===== config.mk =====
export PLATFORM = sky130hd
export DESIGN_NAME = negsub_arbiter_flat
export DESIGN_NICKNAME = d
export VERILOG_FILES = /design/src/rtl/negsub_arbiter_if.sv /design/src/rtl/negsub_arbiter.sv /design/src/flat_wrapper.sv
export SDC_FILE = /design/constraint.sdc
export NUM_CORES = 1
export LEC_CHECK = 0
export BUFFER_PORTS_ARGS = -buffer_cell sky130_fd_sc_hd__buf_4
export CAP_MARGIN = 10
export CORE_ASPECT_RATIO = 0.5
export CORE_MARGIN = 8
export CORE_UTILIZATION = 50
export CTS_BUF_LIST = sky130_fd_sc_hd__clkbuf_16
export DETAILED_ROUTE_END_ITERATION = 6
export PLACE_DENSITY = 0.74
export SYNTH_ARGS = -nofsm -noshare
export SYNTH_HDL_FRONTEND = slang
export SYNTH_SLANG_ARGS = --single-unit

===== constraint.sdc =====
create_clock -name clk -period 6.5 [get_ports clk]
set_clock_uncertainty 0.2 [all_clocks]
set_input_delay 0.65 -clock clk [delete_from_list [all_inputs] [get_ports clk]]
set_output_delay 0.65 -clock clk [all_outputs]
set_load 0.02 [all_outputs]

===== src/rtl/negsub_arbiter_if.sv =====
// Requester/result bundle for the shared add/negate datapath.
// The slave modport is the arbiter side and the master modport is the requester/consumer side.
interface negsub_arbiter_if #(
    parameter int W = 12
);
    logic         r0_valid;
    logic         r0_ready;
    logic [1:0]   r0_op;
    logic [W-1:0] r0_a;
    logic [W-1:0] r0_b;
    logic         r1_valid;
    logic         r1_ready;
    logic [1:0]   r1_op;
    logic [W-1:0] r1_a;
    logic [W-1:0] r1_b;
    logic         res_valid;
    logic         res_ready;
    logic [W-1:0] res_data;
    logic         res_id;
    logic         res_ovf;

    modport slave (
        input  r0_valid, r0_op, r0_a, r0_b,
        input  r1_valid, r1_op, r1_a, r1_b,
        input  res_ready,
        output r0_ready, r1_ready,
        output res_valid, res_data, res_id, res_ovf
    );

    modport master (
        output r0_valid, r0_op, r0_a, r0_b,
        output r1_valid, r1_op, r1_a, r1_b,
        output res_ready,
        input  r0_ready, r1_ready,
        input  res_valid, res_data, res_id, res_ovf
    );
endinterface


===== src/rtl/negsub_arbiter.sv =====
// Round-robin shared NEG/SUB/ADD/ABS unit. Result valid two edges after acceptance (one op per 3 cycles).
// Backpressure: the result holds until res_ready is high, and no request is accepted outside IDLE.
module negsub_arbiter #(
    parameter int W = 12
) (
    input  logic              clk,
    input  logic              rst,
    negsub_arbiter_if.slave   bus
);
    typedef enum logic [1:0] {IDLE, EXEC, RESP} state_t;

    typedef struct packed {
        logic [1:0]   op;
        logic [W-1:0] a;
        logic [W-1:0] b;
        logic         id;
    } req_t;

    localparam logic [1:0]   OP_NEG = 2'b00;
    localparam logic [1:0]   OP_SUB = 2'b01;
    localparam logic [1:0]   OP_ADD = 2'b10;
    localparam logic [W-1:0] ONE    = W'(1);
    localparam logic [W-1:0] MINV   = {1'b1, {(W-1){1'b0}}};

    state_t       state_q, state_d;
    req_t         req_q, req_d;
    logic         last_q;
    logic         grant;
    logic         accept;
    logic [W-1:0] neg_b, sum_sub, sum_add, calc;
    logic         calc_ovf;
    logic [W-1:0] res_data_q;
    logic         res_id_q, res_ovf_q;

    // With both requesters valid, the one not served last wins.
    always_comb begin
        grant = 1'b0;
        if (bus.r0_valid && bus.r1_valid) grant = ~last_q;
        else if (bus.r1_valid)            grant = 1'b1;
    end

    assign bus.r0_ready = (state_q == IDLE) && !rst && bus.r0_valid && !grant;
    assign bus.r1_ready = (state_q == IDLE) && !rst && bus.r1_valid &&  grant;
    assign accept       = bus.r0_ready || bus.r1_ready;

    always_comb begin
        req_d = req_q;
        if (accept) begin
            req_d.id = grant;
            req_d.op = grant ? bus.r1_op : bus.r0_op;
            req_d.a  = grant ? bus.r1_a  : bus.r0_a;
            req_d.b  = grant ? bus.r1_b  : bus.r0_b;
        end
    end

    always_comb begin
        neg_b    = ~req_q.b + ONE;
        sum_sub  = req_q.a + ~req_q.b + ONE;
        sum_add  = req_q.a + req_q.b;
        calc     = neg_b;
        calc_ovf = (req_q.b == MINV);
        case (req_q.op)
            OP_NEG: begin
                calc     = neg_b;
                calc_ovf = (req_q.b == MINV);
            end
            OP_SUB: begin
                calc     = sum_sub;
                calc_ovf = (req_q.a[W-1] != req_q.b[W-1]) && (sum_sub[W-1] != req_q.a[W-1]);
            end
            OP_ADD: begin
                calc     = sum_add;
                calc_ovf = (req_q.a[W-1] == req_q.b[W-1]) && (sum_add[W-1] != req_q.a[W-1]);
            end
            default: begin
                calc     = req_q.b[W-1] ? neg_b : req_q.b;
                calc_ovf = (req_q.b == MINV);
            end
        endcase
    end

    always_comb begin
        state_d = state_q;
        case (state_q)
            IDLE:    if (accept) state_d = EXEC;
            EXEC:    state_d = RESP;
            RESP:    if (bus.res_ready) state_d = IDLE;
            default: state_d = IDLE;
        endcase
    end

    always_ff @(posedge clk or posedge rst) begin
        if (rst) begin
            state_q    <= IDLE;
            req_q      <= '0;
            last_q     <= 1'b1;
            res_data_q <= '0;
            res_id_q   <= 1'b0;
            res_ovf_q  <= 1'b0;
        end else begin
            state_q <= state_d;
            req_q   <= req_d;
            if (state_q == EXEC) begin
                res_data_q <= calc;
                res_ovf_q  <= calc_ovf;
                res_id_q   <= req_q.id;
            end
            if (state_q == RESP && bus.res_ready) last_q <= res_id_q;
        end
    end

    assign bus.res_valid = (state_q == RESP);
    assign bus.res_data  = res_data_q;
    assign bus.res_id    = res_id_q;
    assign bus.res_ovf   = res_ovf_q;
endmodule


===== src/flat_wrapper.sv =====
// flat-port wrapper written by rule: the top's interface ports become plain ports
module negsub_arbiter_flat 
#(
    parameter int W = 12
)
  (clk, rst, bus_r0_valid, bus_r0_op, bus_r0_a, bus_r0_b, bus_r1_valid, bus_r1_op, bus_r1_a, bus_r1_b, bus_res_ready, bus_r0_ready, bus_r1_ready, bus_res_valid, bus_res_data, bus_res_id, bus_res_ovf);
  negsub_arbiter_if #(.W(W)) bus_i ();
  input  logic clk;
  input  logic rst;
  input wire logic [$bits(bus_i.r0_valid)-1:0] bus_r0_valid;
  input wire logic [$bits(bus_i.r0_op)-1:0] bus_r0_op;
  input wire logic [$bits(bus_i.r0_a)-1:0] bus_r0_a;
  input wire logic [$bits(bus_i.r0_b)-1:0] bus_r0_b;
  input wire logic [$bits(bus_i.r1_valid)-1:0] bus_r1_valid;
  input wire logic [$bits(bus_i.r1_op)-1:0] bus_r1_op;
  input wire logic [$bits(bus_i.r1_a)-1:0] bus_r1_a;
  input wire logic [$bits(bus_i.r1_b)-1:0] bus_r1_b;
  input wire logic [$bits(bus_i.res_ready)-1:0] bus_res_ready;
  output wire logic [$bits(bus_i.r0_ready)-1:0] bus_r0_ready;
  output wire logic [$bits(bus_i.r1_ready)-1:0] bus_r1_ready;
  output wire logic [$bits(bus_i.res_valid)-1:0] bus_res_valid;
  output wire logic [$bits(bus_i.res_data)-1:0] bus_res_data;
  output wire logic [$bits(bus_i.res_id)-1:0] bus_res_id;
  output wire logic [$bits(bus_i.res_ovf)-1:0] bus_res_ovf;
  assign bus_i.r0_valid = bus_r0_valid;
  assign bus_i.r0_op = bus_r0_op;
  assign bus_i.r0_a = bus_r0_a;
  assign bus_i.r0_b = bus_r0_b;
  assign bus_i.r1_valid = bus_r1_valid;
  assign bus_i.r1_op = bus_r1_op;
  assign bus_i.r1_a = bus_r1_a;
  assign bus_i.r1_b = bus_r1_b;
  assign bus_i.res_ready = bus_res_ready;
  assign bus_r0_ready = bus_i.r0_ready;
  assign bus_r1_ready = bus_i.r1_ready;
  assign bus_res_valid = bus_i.res_valid;
  assign bus_res_data = bus_i.res_data;
  assign bus_res_id = bus_i.res_id;
  assign bus_res_ovf = bus_i.res_ovf;
  negsub_arbiter #(.W(W)) u_core (.clk(clk), .rst(rst), .bus(bus_i));
endmodule

# Word level (Yosys, flattened, before mapping)
# Index checks and enable logic that the tools add are counted.
# W data, S select, Z words.
op_classes:
  eq_ne: 11
  bitwise_logic: 2
  reduce_logical: 15
  muxes: 11
  add_sub_neg: 4
ops:
  columns: ["operator", "count"]
  rows:
  - ["$mux W12", 3]
  - ["$pmux W12 S3", 1]
  - ["$add A12 B1 Y12 const B", 2]
  - ["$add A12 B12 Y12", 2]
  - ["$eq A12 B12 Y1 const B", 1]
  - ["$not A12 Y12", 1]
  - ["$logic_and A1 B1 Y1", 9]
  - ["$mux W2", 3]
  - ["$pmux W2 S3", 1]
  - ["$eq A2 B1 Y1 const B", 2]
  - ["$eq A2 B2 Y1 const B", 2]
  - ["$logic_not A2 Y1", 2]
  - ["$ne A1 B1 Y1", 3]
  - ["$logic_not A1 Y1", 2]
  - ["$mux W1", 2]
  - ["$ne A2 B1 Y1 const B", 1]
  - ["$ne A2 B2 Y1 const B", 1]
  - ["$pmux W1 S2", 1]
  - ["$reduce_and A2 Y1", 1]
  - ["$eq A1 B1 Y1", 1]
  - ["$logic_or A1 B1 Y1", 1]
  - ["$not A1 Y1", 1]
word_totals:
  wordCells: 52
  output_inout_bits: 17
  ff_bits: 44
  input_bits: 57

# Longest topological paths before layout
# Gate-level depths: netlist (run 1).
depth:
  word_depth: 7
  ltp_mapped: 10
  mapped_depth_nobuf: 10

# Worst setup path after synthesis (run 1)
# Ideal clock, no wire load.
synth_timing:
  kind: "register to register"
  from: "register u_core.req_q[1] (netlist bit)"
  to: "register u_core.res_data_q[10] (netlist: u_core.bus.res_data[10])"
  setup_time_ns: 0.082
  t_arrival_ns: 2.311
  synth_period_minus_slack_ns: 2.593
  t_required_ns: 6.218
  path_stages_with_launch: 10
  n_path_buf: 0
  path_slack_ns: 3.907
  path_cell_list: "dfrtp_1 -> ha_1 -> inv_1 -> fa_1 -> o21ba_1 -> a2111o_1 -> a31oi_2 -> nand2_1 -> o41a_1 -> a31oi_1"
synth_via:
  elab_chain_cells: 4
  elab_cells_between_ends: 7
  classes_between: "4 x add/sub; 2 x mux; 1 x bitwise"
synth_lines:
  columns: ["item", "line_no", "rtl"]
  rows:
  - ["from (decl)", "negsub_arbiter.sv:26", "req_t req_q, req_d;"]
  - ["from (signal assigned)", "negsub_arbiter.sv:102", "req_q <= req_d;"]
  - ["$not A12 Y12", "negsub_arbiter.sv:57, negsub_arbiter.sv:58", null]
  - ["$add A12 B12 Y12 or $add A12 B1 Y12 (tied branches)", "negsub_arbiter.sv:58, negsub_arbiter.sv:57", null]
  - ["$add A12 B1 Y12 or $mux W12 (tied branches)", "negsub_arbiter.sv:58, negsub_arbiter.sv:76", null]
  - ["$pmux W12 S3 (*)", "negsub_arbiter.sv:62", "case (req_q.op)"]
  - ["to (signal assigned)", "negsub_arbiter.sv:104", "res_data_q <= calc;"]
  - ["to (decl)", "negsub_arbiter.sv:32", "logic [W-1:0] res_data_q;"]
# Mark *: on every way between the ends. The rest lies on a longest branch, timed or not.
# A chain may end at the register's enable or synchronous reset.

# Worst setup path after layout (run 1)
layout_timing:
  from: "register u_core.req_q[4] (netlist bit)"
  to: "register u_core.res_data_q[9] (netlist: u_core.bus.res_data[9])"
# The elaborated chain is that of the path after synthesis.

==> results of run 1 <==
final cells by class:
type	instances	area (sq um)
Fill cell	623	2760
Multi-Input combinational cell	322	2300
Sequential cell	44	1100
Timing Repair Buffer	76	571
Clock buffer	5	125
Inverter	32	120
Tap cell	96	120
Clock inverter	2	60.1
worst max-delay path: cells and delay by family, from the launching register on:
kind / cells / cell delay [ns]
and+or+nand+nor: 2 / 0.35
DFF: 1 / 0.50
buffers and inverters: 1 / 0.18
adders and majority gates: 1 / 0.54
xor gates and xnor gates: 1 / 0.11
AOI/OAI and AO/OA: 4 / 1.12
sequential cells by signal, summed over array words and instances (netlist names):
register and count:
u_core.bus.res_ovf 1, u_core.state_q 2, u_core.req_q 27, u_core.bus.res_id 1, u_core.last_q 1, u_core.bus.res_data 12
logic make-up (layout without fill, tap and decap cells):
kind of cell,after synthesis,after routing,synth area share
mux,30,30,0.0834
fa+ha+maj,30,30,0.108
simple gates,120,120,0.160
compound gates,114,114,0.213
xor+xnor,28,28,0.0678
buf+inv,58,115,0.0633
flops,44,44,0.305
where the power goes:
part	internal [mW]	switching [mW]	leakage, nW
clock network	0.218	0.107	0.0899
registers	0.397	0.173	0.497
logic	0.659	0.947	1.48
total	1.27	1.23	2.06
metrics by stage:
stage                     total power, mW  std cells
final                                2.50        577
after detailed placement             2.12        570
after global routing                 2.67        577
after floorplan                      1.69        424
after CTS                            2.46        577
after global placement               2.13        570
metal layers:
metal  vias to the layer above  GRT usage  share of wire
met5                         -          0              0
met4                         0     0.0403          0.011
met3                        13     0.0967           0.15
met2                       209      0.227           0.33
met1                      1573      0.345           0.51
li1                       1608          -              -
worst paths after layout:
| kind | endpoint | slack [ns] | cells past startpoint |
|---|---|---|---|
| setup / recovery | u_core.bus.res_data[9] | 3.38 | 9 |
| hold reg to reg | u_core.bus.res_data[3] | 0.28 | 1 |
| max in group asynchronous | u_core.req_q[10] | 5.41 | 3 |
| setup reg to reg | u_core.bus.res_data[9] | 3.38 | 9 |
| hold / removal | u_core.bus.res_data[3] | 0.28 | 1 |
| min in group asynchronous | u_core.req_q[0] | 0.32 | 3 |
cell usage in the layout (no fill, tap or decap), drive strengths merged, types with 5 or more instances in the layout:
cell / n
a21oi: 44
nand2b: 5
mux2i: 29
nand2: 33
a221oi: 9
dfrtp: 43
inv: 32
clkbuf: 5
o21ai: 14
xnor2: 26
nor3: 11
buf: 76
nor2b: 7
a211oi: 7
a21o: 6
o22ai: 5
a31oi: 6
nor2: 42
ha: 28
==> results list, run 1 <==
- Post-synthesis instance total: 424
* Clock sink count: 44
- Once detail routing completed, the nets flagged for antenna violations numbered 0.
- Sum Neg Setup Slack: 0 ns
- The wire-length estimate of the detail-placed layout is 8500 microns.
* Biggest cell delay along the critical path: approximately 0.54 ns
* Placement row count: 22
- Worst Hold Slack: approximately 0.28 ns
- Power spread over the standard cell area amounts to approximately 570 nW/um^2.
- Each instance of the synthesized netlist takes up on average 8.53 sq um.
* Final critical path time including I/O delays and setup: ~3.1 ns
- RSZ-0062 raised after global routing: false
- Worst Min Path Start: u_core.bus.res_data[3]
- Remaining design rule violation count: 0
* Final worst slack: about 3.4 ns
- The synthesized netlist contains 58 unique library cells.
- Origin of the worst setup path: u_core.req_q[4]
- Via count of the first global-routing pass: 3240
- Effective utilization at floorplan: 0.505
- Post-Syn Area: around 3600 sq um
- Across every metal layer, demand over resource in global routing totals 0.211.
- Starting DRC count in detailed routing: 318
- TritonCTS clock tree: done
* Vias: roughly 3.4k
- sky130_fd_sc_hd__dfrtp_1 takes more of the synthesized area than any other cell.
- Relative max-transition margin: 0.274
- Synth async-reset ratio: 1.00
- Number of buffers inserted by port buffering: 73
- Width of the die: 136 microns
- The number of hold-slack violations in the final timing report was 0.
- Source of the worst register-to-register timing path: u_core.req_q[4]
- At the end of routability-driven placement, the weighted congestion stood at roughly 1.
* Number of top-level design ports: 74
- Outcome: finished, final reports clean
- Dividing the detail-routed wire length by the instance count gives 18.5 microns.
* Worst setup slack before clock tree synthesis: around 3.5 ns
- CTS built an H-tree with a depth of 2.
- Worst-path cell chain: inv_1 > ha_1 > nor3b_1 > nor3_2 > o41ai_4 > a41oi_1 > xor2_1 > a222oi_1 > o221ai_1
- Data on the critical path arrives at its endpoint at 3.07 ns.
- Count of TritonRoute iterations in the first routing pass: 6
- Clock Root Buffer: sky130_fd_sc_hd__clkbuf_16
- In this run the worst path has a maximum fanout of 9.
- Once placement finished, the instance area stood at 4210 sq um.
- Count of instances resized after the clock tree is built: 0
- Number of buffers inserted for hold repair after clock tree synthesis: 0
* Post-synth net total: just over 500
- The slowest stage of the critical path belongs to the cell sky130_fd_sc_hd__ha_1.
- Compared with the post-synthesis result, the final layout area differs by 21.5%.
* WP data required: 6.45 ns
* Crit end category: flip-flop
- Final Util: 0.614
- No sink is reached through more buffers than the 2 on the longest clock path.
- Post-CTS setup buffer count: 0
- DIE HEIGHT: 76.1 microns
* Area share of the largest cell type after synthesis: 0.297
- The worst setup path is launched from a flip-flop.
- Most area-consuming cells after synthesis: sky130_fd_sc_hd__dfrtp_1 30%, sky130_fd_sc_hd__ha_1 9.7%, sky130_fd_sc_hd__mux2i_1 8.0%
* Max Slew Vio Count: 0
* Sequential share of the synthesized area: 0.305
- The repair_antennas step left the layout with diodes totalling 0.
* Seq cells post-synth: 44
* Crit path kind: flip-flop to flip-flop
- During synthesis, Yosys emitted a total of 0 warnings.
* Number of enable-type register cells in the synthesized netlist: 0
* Final Routed Wirelength: roughly 11000 microns
- Antenna violations before repair: 0
- Clock latency at the later pin of the worst-skew pair: roughly 0.29 ns
- Leading cell type by number of instances after synthesis: sky130_fd_sc_hd__a21oi_1
- Die area: 10400 sq um
- After clock tree synthesis, the clock-pin slew on the worst setup and hold paths is 0.06 ns.
- Setup violations remaining at the end of the flow were counted as 0.
- After synthesis, the most frequently instantiated cells are 44 x sky130_fd_sc_hd__a21oi_1, 43 x sky130_fd_sc_hd__dfrtp_1, 42 x sky130_fd_sc_hd__nor2_1.
- Counting the buffers created by CTS gives 5.
- Fraction of final layout cells sized beyond drive strength 1: 0.193
* Global-route wire length before repair: 17500 microns
* Nets: 568
- Pin count of the biggest net entering global routing: 54
* Vias per std cell: 5.90
- Classification of the worst-slack hold path: flip-flop to flip-flop
- Based on the critical path, the design can be clocked at up to 320 MHz.
* Area of the core region: 7160 sq um
- IR analysis of the VDD net gives a maximum drop of 0.202 mV.
- Sum of overflow across all layers after global routing: 0
* Post-synth top flop: sky130_fd_sc_hd__dfrtp_1
- Ratio of final minimum period to clock period: 0.480
- At the pin with the least slew margin, the transition time is between 1 and 1.5 ns.
* Maxcap violations: 0
- Leakage power of the design: around 2.1 nW
- With fillers left out, the area of the finished cells amounts to 4400 sq um.
Power figures use the tool's default switching activity.
==> run 2: changes to the inputs <==
clock period = 2.9 ns   (was 6.5 ns; I/O delays follow)
==> run 2 against run 1 <==
Against the previous run: the flow now finishes with violations (hold timing); count of clock-buffer cells in the layout did not move; flip-flop and latch count did not move; combinational power rose to 2.5 times the previous value; worst hold slack got worse by 0.31 ns; utilization rose by 2.2 points; first-iteration DRC count rose by 5.7%; die area did not move; register-to-register slack got worse by 3.2 ns; non-clock buffer count rose by 22; critical endpoint is now u_core.bus.res_data[10].
==> results list, run 2 (synthesized netlist as in run 1, its figures left out) <==
- Outcome: finished, violations left
- Violated checks: hold timing
- The worst setup path is captured at a flip-flop.
* Number of buffers inserted by port buffering: 73 (unchanged)
- Count of instances resized after the clock tree is built: 0 (unchanged)
* Top Usage Layer GRT: met1
- The total die area is 10400 sq um (unchanged).
- Power density over cell area: 1280 nW/um^2 (+130%)
- Power Total: 5.84 mW (+130%)
- The TritonCTS sink count is 44 (unchanged).
- TritonCTS clock tree: done
* Max Slew Vio Count: 0 (unchanged)
- The count of maximum capacitance violations was 0 (unchanged).
- The overall via count from detail_route was 3437 (+1.0%).
- The core outline area came to 7160 sq um (unchanged).
- Crit path kind: flip-flop to flip-flop
- Met2 demand-to-capacity share in global routing: 0.248 (+0.0205)
- Top achievable clock speed: 363 MHz (+13%)
- WP data required: 2.91 ns (-3.54 ns)
* Pin count of the biggest net entering global routing: 54 (unchanged)
- Global-route wire length before repair: 18600 microns (+6.4%)
* Startpoint type of the worst setup path: flip-flop
- Vias per std cell: 5.73 (-2.9%)
* Final critical path time including I/O delays and setup: 2.76 ns (-0.365 ns)
* Number of buffers inserted for hold repair after clock tree synthesis: 0 (unchanged)
- Antenna violations before repair: 0 (unchanged)
* Signed area change from the synthesized netlist to the final layout: 25.9%
- Register with the most flip-flops: u_core.req_q
* Most frequent standard cell in the layout excluding fill and tap cells: sky130_fd_sc_hd__buf_4
* Effective utilization at floorplan: 0.505 (unchanged)
* CP max-delay cell: sky130_fd_sc_hd__a2111o_1
- The cell row count was 22 (unchanged).
- Biggest cell delay along the critical path: 0.47 ns (-0.07 ns)
- Starting DRC count in detailed routing: 336 (+5.7%)
- Total count of hold-check failures in the final report: 43 (+43)
* Fraction of final layout cells sized beyond drive strength 1: 0.230 (+0.0368)
- The floorplan die height was 76.1 microns (unchanged).
* Clock Root Buffer: sky130_fd_sc_hd__clkbuf_16
* Remaining design rule violation count: 0 (unchanged)
* Weighted congestion at the end of routability-driven global placement: 0.968 (-4.3%)
- The share of power burned in combinational logic is 0.691 (+0.048).
- The number of flip-flops in the largest register was 27 (unchanged).
- The leakage power is 2.16 nW (+4.7%).
- The routed wirelength normalized by instance count came to 19.3 microns (+4.4%).
- Worst supply voltage drop on vdd: 0.388 mV (+92%)
- The clock transition at the registers of the reported paths was 0.07 ns (about the same).
* Count of TritonRoute iterations in the first routing pass: 5 (-1)
- Antenna Cells: 0 (unchanged)
- Setup repair after global routing left no endpoint under its margin.
- Final Routed Wirelength: 11600 microns (+8.6%)
- The net switching power came to 2.87 mW (+130%).
* Global Route met3 Usage: 0.0796 (-0.0171)
- The number of setup buffers added after CTS was 0 (unchanged).
- The power share of the sequential group came to 0.197 (-0.031).
- The number of buffers added by the clock tree synthesis step came to 5 (unchanged).
- The worst-skew pair later-pin latency was 0.29 ns (about the same).
* CTS H-Tree Depth: 2 (unchanged)
* Critical-path maximum fanout: 3 (-6)
- The global routing usage summed across all routing layers is 0.227 (+0.0159).
- The actual transition at the worst max-transition pin was 0.657 ns (-0.429 ns).
- Sum Neg Setup Slack: 0 ns (unchanged)
- The via count of the first global-routing pass was 3380 (+4.3%).
* Ratio of final minimum period to clock period: 0.951 (+0.470)
- The die boundary width came to 136 microns (unchanged).
- The setup-violating endpoint count in the final report was 0 (unchanged).
- The number of cell instances on the worst register-to-register path is 9 (unchanged).
- WP data arrival: 2.77 ns (-0.30 ns)
* Nets: 590 (+3.9%)
- Remaining number of nets flagged by the antenna check after routing: 0 (unchanged)
- Classification of the worst-slack hold path: primary input to asynchronous set/reset pin
- The proportion of power drawn by the clock network is 0.112 (-0.018).
- The cell internal power dissipation came to 2.96 mW (+130%).
- Relative max-transition margin: 0.561 (+0.287)
- The number of placed I/O pins was 74 (unchanged).
- Highest-count cells in the layout ignoring fill and taps: 98 x sky130_fd_sc_hd__buf_4, 44 x sky130_fd_sc_hd__a21oi_1, 43 x sky130_fd_sc_hd__dfrtp_1
* Met1 track demand over resource: 0.384 (+0.0392)
- Final HPWL from detailed placement: 9320 microns (+9.6%)
* Sum of overflow across all layers after global routing: 0 (unchanged)
* Worst Hold Slack: -0.0291 ns (-0.307 ns)
- Walking the worst path, the cells encountered are ha_1 > inv_1 > fa_1 > o21ba_1 > a2111o_1 > a31oi_4 > nand2_1 > o41a_1 > a31oi_1.
* Deepest clock path buffer count: 2 (unchanged)
* Net switching share of the total power: 0.492 (+0.00188)
[run 2: worst paths after layout]
| kind | from | to | slack [ns] |
|---|---|---|---|
| setup / recovery | u_core.req_q[13] | u_core.bus.res_data[10] | 0.14 |
| hold / removal | rst | u_core.req_q[14] | -0.03 |
| setup reg to reg | u_core.req_q[13] | u_core.bus.res_data[10] | 0.14 |
| hold reg to reg | u_core.bus.res_data[1] | u_core.bus.res_data[1] | 0.30 |
| max in group asynchronous | rst | u_core.req_q[10] | 2.14 |
| min in group clk | bus_res_ready | u_core.state_q[1] | 0 |
[run 2: per-layer routing]
layer | vias to the layer above | wire length (microns)
met5 | - | 0
met1 | 1581 | 6170
met2 | 193 | 3910
met3 | 9 | 1440
met4 | 0 | 80
li1 | 1654 | -
[run 2: power groups by stage]
stage	clock (mW)	combinational, mW	sequential [mW]
2_1_floorplan	0	2.54	1.24
3_3_place_gp	0	3.90	1.13
3_5_place_dp	0	3.90	1.15
4_1_cts	0.661	3.93	1.14
5_1_grt	0.681	4.38	1.18
6_report	0.655	4.03	1.15
[run 2: per-stage QoR]
step / hold WS, ns / setup WS [ns] / util / area [sq um] / cells
6_report: -0.0291 / 0.143 / 0.636 / 4550 / 600
5_1_grt: 0.0187 / 0.00775 / 0.636 / 4550 / 600
4_1_cts: 0.000335 / 0.126 / 0.635 / 4540 / 600
3_5_place_dp: 0.284 / 0.146 / 0.611 / 4380 / 592
3_3_place_gp: 0.266 / 0.199 / 0.611 / 4380 / 592
2_1_floorplan: 0.198 / 0.307 / - / 3620 / 424
[run 2: final cells by class]
cell class	count	area (sq um)
Timing Repair Buffer	98	736
Sequential cell	44	1100
Clock inverter	3	42.5
Fill cell	628	2600
Inverter	32	120
Clock buffer	5	125
Multi-Input combinational cell	322	2310
Tap cell	96	120
[run 2: critical path: cells and delay by family (launching register included)]
family	cells	cell delay [ns]
adders and majority gates	2	0.60
AOI/OAI and AO/OA	5	1.34
buffers and inverters	1	0.06
DFF	1	0.39
and+or+nand+nor	1	0.09
==> run 3: changes to the inputs <==
CORE_MARGIN = 10   (was 8)
clock period = 2.7 ns   (was 2.9 ns; I/O delays follow)
==> run 3 against run 2 <==
Against the previous run: the flow now finishes without violations; cell area rose by 3.5%; total power rose by 11%; via count rose by 2.5%; maximum frequency rose by 2.6%; flip-flop and latch count did not move; worst hold slack improved by 0.10 ns; largest cell class unchanged.
==> results list, run 3 (synthesized netlist as in run 1, its figures left out) <==
* Count of final setup violators: 0 (unchanged)
- The highest cell delay on the worst timing path is 0.47 ns (about the same).
- Remaining number of nets flagged by the antenna check after routing: 0 (unchanged)
* Vias: 3522 (+2.5%)
* Top achievable clock speed: 372 MHz (+2.6%)
- The number of placed I/O pins came to 74 (unchanged).
* Register with the most flip-flops: u_core.req_q
- The post-route cell area is 4720 sq um (+3.5%).
- Sum of overflow across all layers after global routing: 0 (unchanged)
* Power Total: 6.45 mW (+11%)
* Crit end category: flip-flop
* Signed area change from the synthesized netlist to the final layout: 30.4%
- Maxcap violations: 0 (unchanged)
* Critical register-to-register path endpoint: u_core.bus.res_data[11]
- The iteration count of the initial detailed-routing pass is 5 (unchanged).
- The most critical setup path has its startpoint at u_core.req_q[4].
* RSZ-0062 raised after global routing: true
* Classification of the worst-slack hold path: primary input to flip-flop
* Clock transition at the registers of the reported paths: 0.06 ns (about the same)
- The number of flip-flops in the largest register was 27 (unchanged).
* GR Util All Layers: 0.191 (-0.0355)
- TritonCTS built the clock tree.
- Sum Neg Setup Slack: 0 ns (unchanged)
* Antenna violations before repair: 0 (unchanged)
- Relative max-transition margin: 0.537 (-0.0242)
- The weighted congestion at the end of routability-driven global placement is 0.981 (+1.4%).
- Pin count of the biggest net entering global routing: 54 (unchanged)
- Ratio of final minimum period to clock period: 0.996 (+0.0448)
* Most frequent standard cell in the layout excluding fill and tap cells: sky130_fd_sc_hd__buf_4
- Worst-path cell chain: buf_4 > nor4_4 > nand3_2 > or4_4 > nor3_1 > ha_1 > inv_1 > a221oi_1 > a21oi_1
* Placement Cell Area: 4440 sq um (+1.4%)
- WP data required: 2.67 ns (-0.24 ns)
* Total count of hold-check failures in the final report: 0 (-100%)
- Area of the core region: 6860 sq um (-4.2%)
- The maximum buffer depth of the clock tree came to 2 (unchanged).
- The detailed-route DRC error count came to 0 (unchanged).
* Fill cell count: 573 (-8.8%)
- Leakage power of the design: 2.22 nW (+2.9%)
- Clock sink count: 44 (unchanged)
- Effective utilization at floorplan: 0.527 (+0.0220)
- The actual transition at the worst max-transition pin is 0.695 ns (+0.0380 ns).
- The critical path data arrival time was 2.66 ns (-0.11 ns).
- In this run the critical register-to-register path is launched from u_core.req_q[4].
- The worst setup path is launched from a flip-flop.
- The register-to-register setup slack is 0.01 ns (-0.13 ns).
- CTS H-Tree Depth: 2 (unchanged)
* Fraction of final layout cells sized beyond drive strength 1: 0.279 (+0.0492)
* Routed length per placed instance: 18.3 microns (-5.3%)
- The utilization after layout came to 0.688 (+0.0513).
- The number of cell instances on the worst register-to-register path was 9 (unchanged).
* Final critical path time including I/O delays and setup: 2.69 ns (-0.0691 ns)
* Outcome: finished, final reports clean
- Width of the die: 140 microns (+2.9%)
* Worst supply voltage drop on vdd: 0.520 mV (+34%)
- The via count of the first global-routing pass was 3443 (+1.9%).
- Clock latency at the later pin of the worst-skew pair: 0.29 ns (about the same)
* Vias per std cell: 5.76 (+0.63%)
- Global-route wire length before repair: 17600 microns (-5.1%)
* Highest-count cells in the layout ignoring fill and taps: 111 x sky130_fd_sc_hd__buf_4, 43 x sky130_fd_sc_hd__a21oi_1, 42 x sky130_fd_sc_hd__nor2_1
* Max Slew Vio Count: 0 (unchanged)
* CP max-delay cell: sky130_fd_sc_hd__or4_4
* Number of clock buffers inserted by TritonCTS: 5 (unchanged)
- Starting DRC count in detailed routing: 351 (+4.5%)
* Die area: 11200 sq um (+8.3%)
- Antenna Cells: 0 (unchanged)
- Power density over cell area: 1370 nW/um^2 (+6.8%)
- Cell count after placement: 597 (+0.84%)
* Placement row count: 21 (-4.5%)
* CP endpoint: u_core.bus.res_data[11]
- DIE HEIGHT: 80.1 microns (+5.3%)
- The count of input and output buffers came to 73 (unchanged).
- The highest fanout seen on the critical path was 4 (+1).
* Final Instance Count excl. Fillers: 611 (+1.8%)
- Clock Root Buffer: sky130_fd_sc_hd__clkbuf_16
- Nets: 605 (+2.5%)
* Crit path kind: flip-flop to flip-flop
- The final wirelength is 11200 microns (-3.5%).
- The HPWL after detailed placement is 8670 microns (-7.0%).
## run 3: cell types whose count changed in the layout (fill, tap and decap cells not counted), sizes merged
cell	before	now
buf	98	111
bufinv	1	0
clkinv	2	1
clkinvlp	0	1
dlygate4sd3	0	2
inv	32	33
## run 3: worst max-delay path, delay by kind of cell (launching register included)
kind	cells	cell delay, ns
DFF	1	0.38
and+or+nand+nor	4	1.25
adders and majority gates	1	0.15
buffers and inverters	2	0.20
AOI/OAI and AO/OA	2	0.39
## run 3: layout make-up
| type | instances | area (sq um) | share of cell area |
|---|---|---|---|
| Clock buffer | 5 | 125 | 0.0265 |
| Timing Repair Buffer | 113 | 853 | 0.181 |
| Tap cell | 92 | 115 | 0.0244 |
| Inverter | 32 | 120 | 0.0255 |
| Sequential cell | 44 | 1100 | 0.234 |
| Clock inverter | 3 | 16.3 | 0.00345 |
| Multi-Input combinational cell | 322 | 2380 | 0.505 |
## run 3: repair_timing
item,CTS,global route
hold buffers,2,0
endpoints found under the setup margin,1,6
endpoints found under the hold margin,44,0
resized for setup,1,21
buffers inserted,0,4
pin swaps,0,6
## run 3: power breakdown
part / internal, mW / leakage, nW / switching (mW)
logic: 2.04 / 1.65 / 2.55
registers: 0.959 / 0.495 / 0.305
clock network: 0.338 / 0.0710 / 0.258
total: 3.34 / 2.22 / 3.12
## run 3: how the worst min path moves through the flow
| stage | startpoint | to | slack [ns] | cells past startpoint |
|---|---|---|---|---|
| after CTS | bus_r0_a[4] | u_core.req_q[17] | 0.08 | 3 |
| after floorplan | bus_res_ready | u_core.state_q[1] | 0.18 | 1 |
| after global placement | u_core.req_q[0] | u_core.bus.res_id | 0.25 | 2 |
| final | bus_r0_a[6] | u_core.req_q[19] | 0.07 | 3 |
| after global routing | bus_r0_a[6] | u_core.req_q[19] | 0.09 | 3 |
| after detailed placement | u_core.req_q[0] | u_core.bus.res_id | 0.26 | 2 |
## run 3: metrics by stage
stage	hold WS, ns	worst slack [ns]
after floorplan	0.178	0.107
after global placement	0.251	0.0172
after detailed placement	0.256	0.0316
after CTS	0.0812	0.00272
after global routing	0.0934	-0.0621
final	0.0747	0.0120
## run 3: metal layers
metal	part of all wire	GRT usage	wire length (microns)
met5	0	0	0
met4	0.016	0.0543	174
met3	0.11	0.0617	1230
met2	0.42	0.273	4750
met1	0.45	0.268	5050
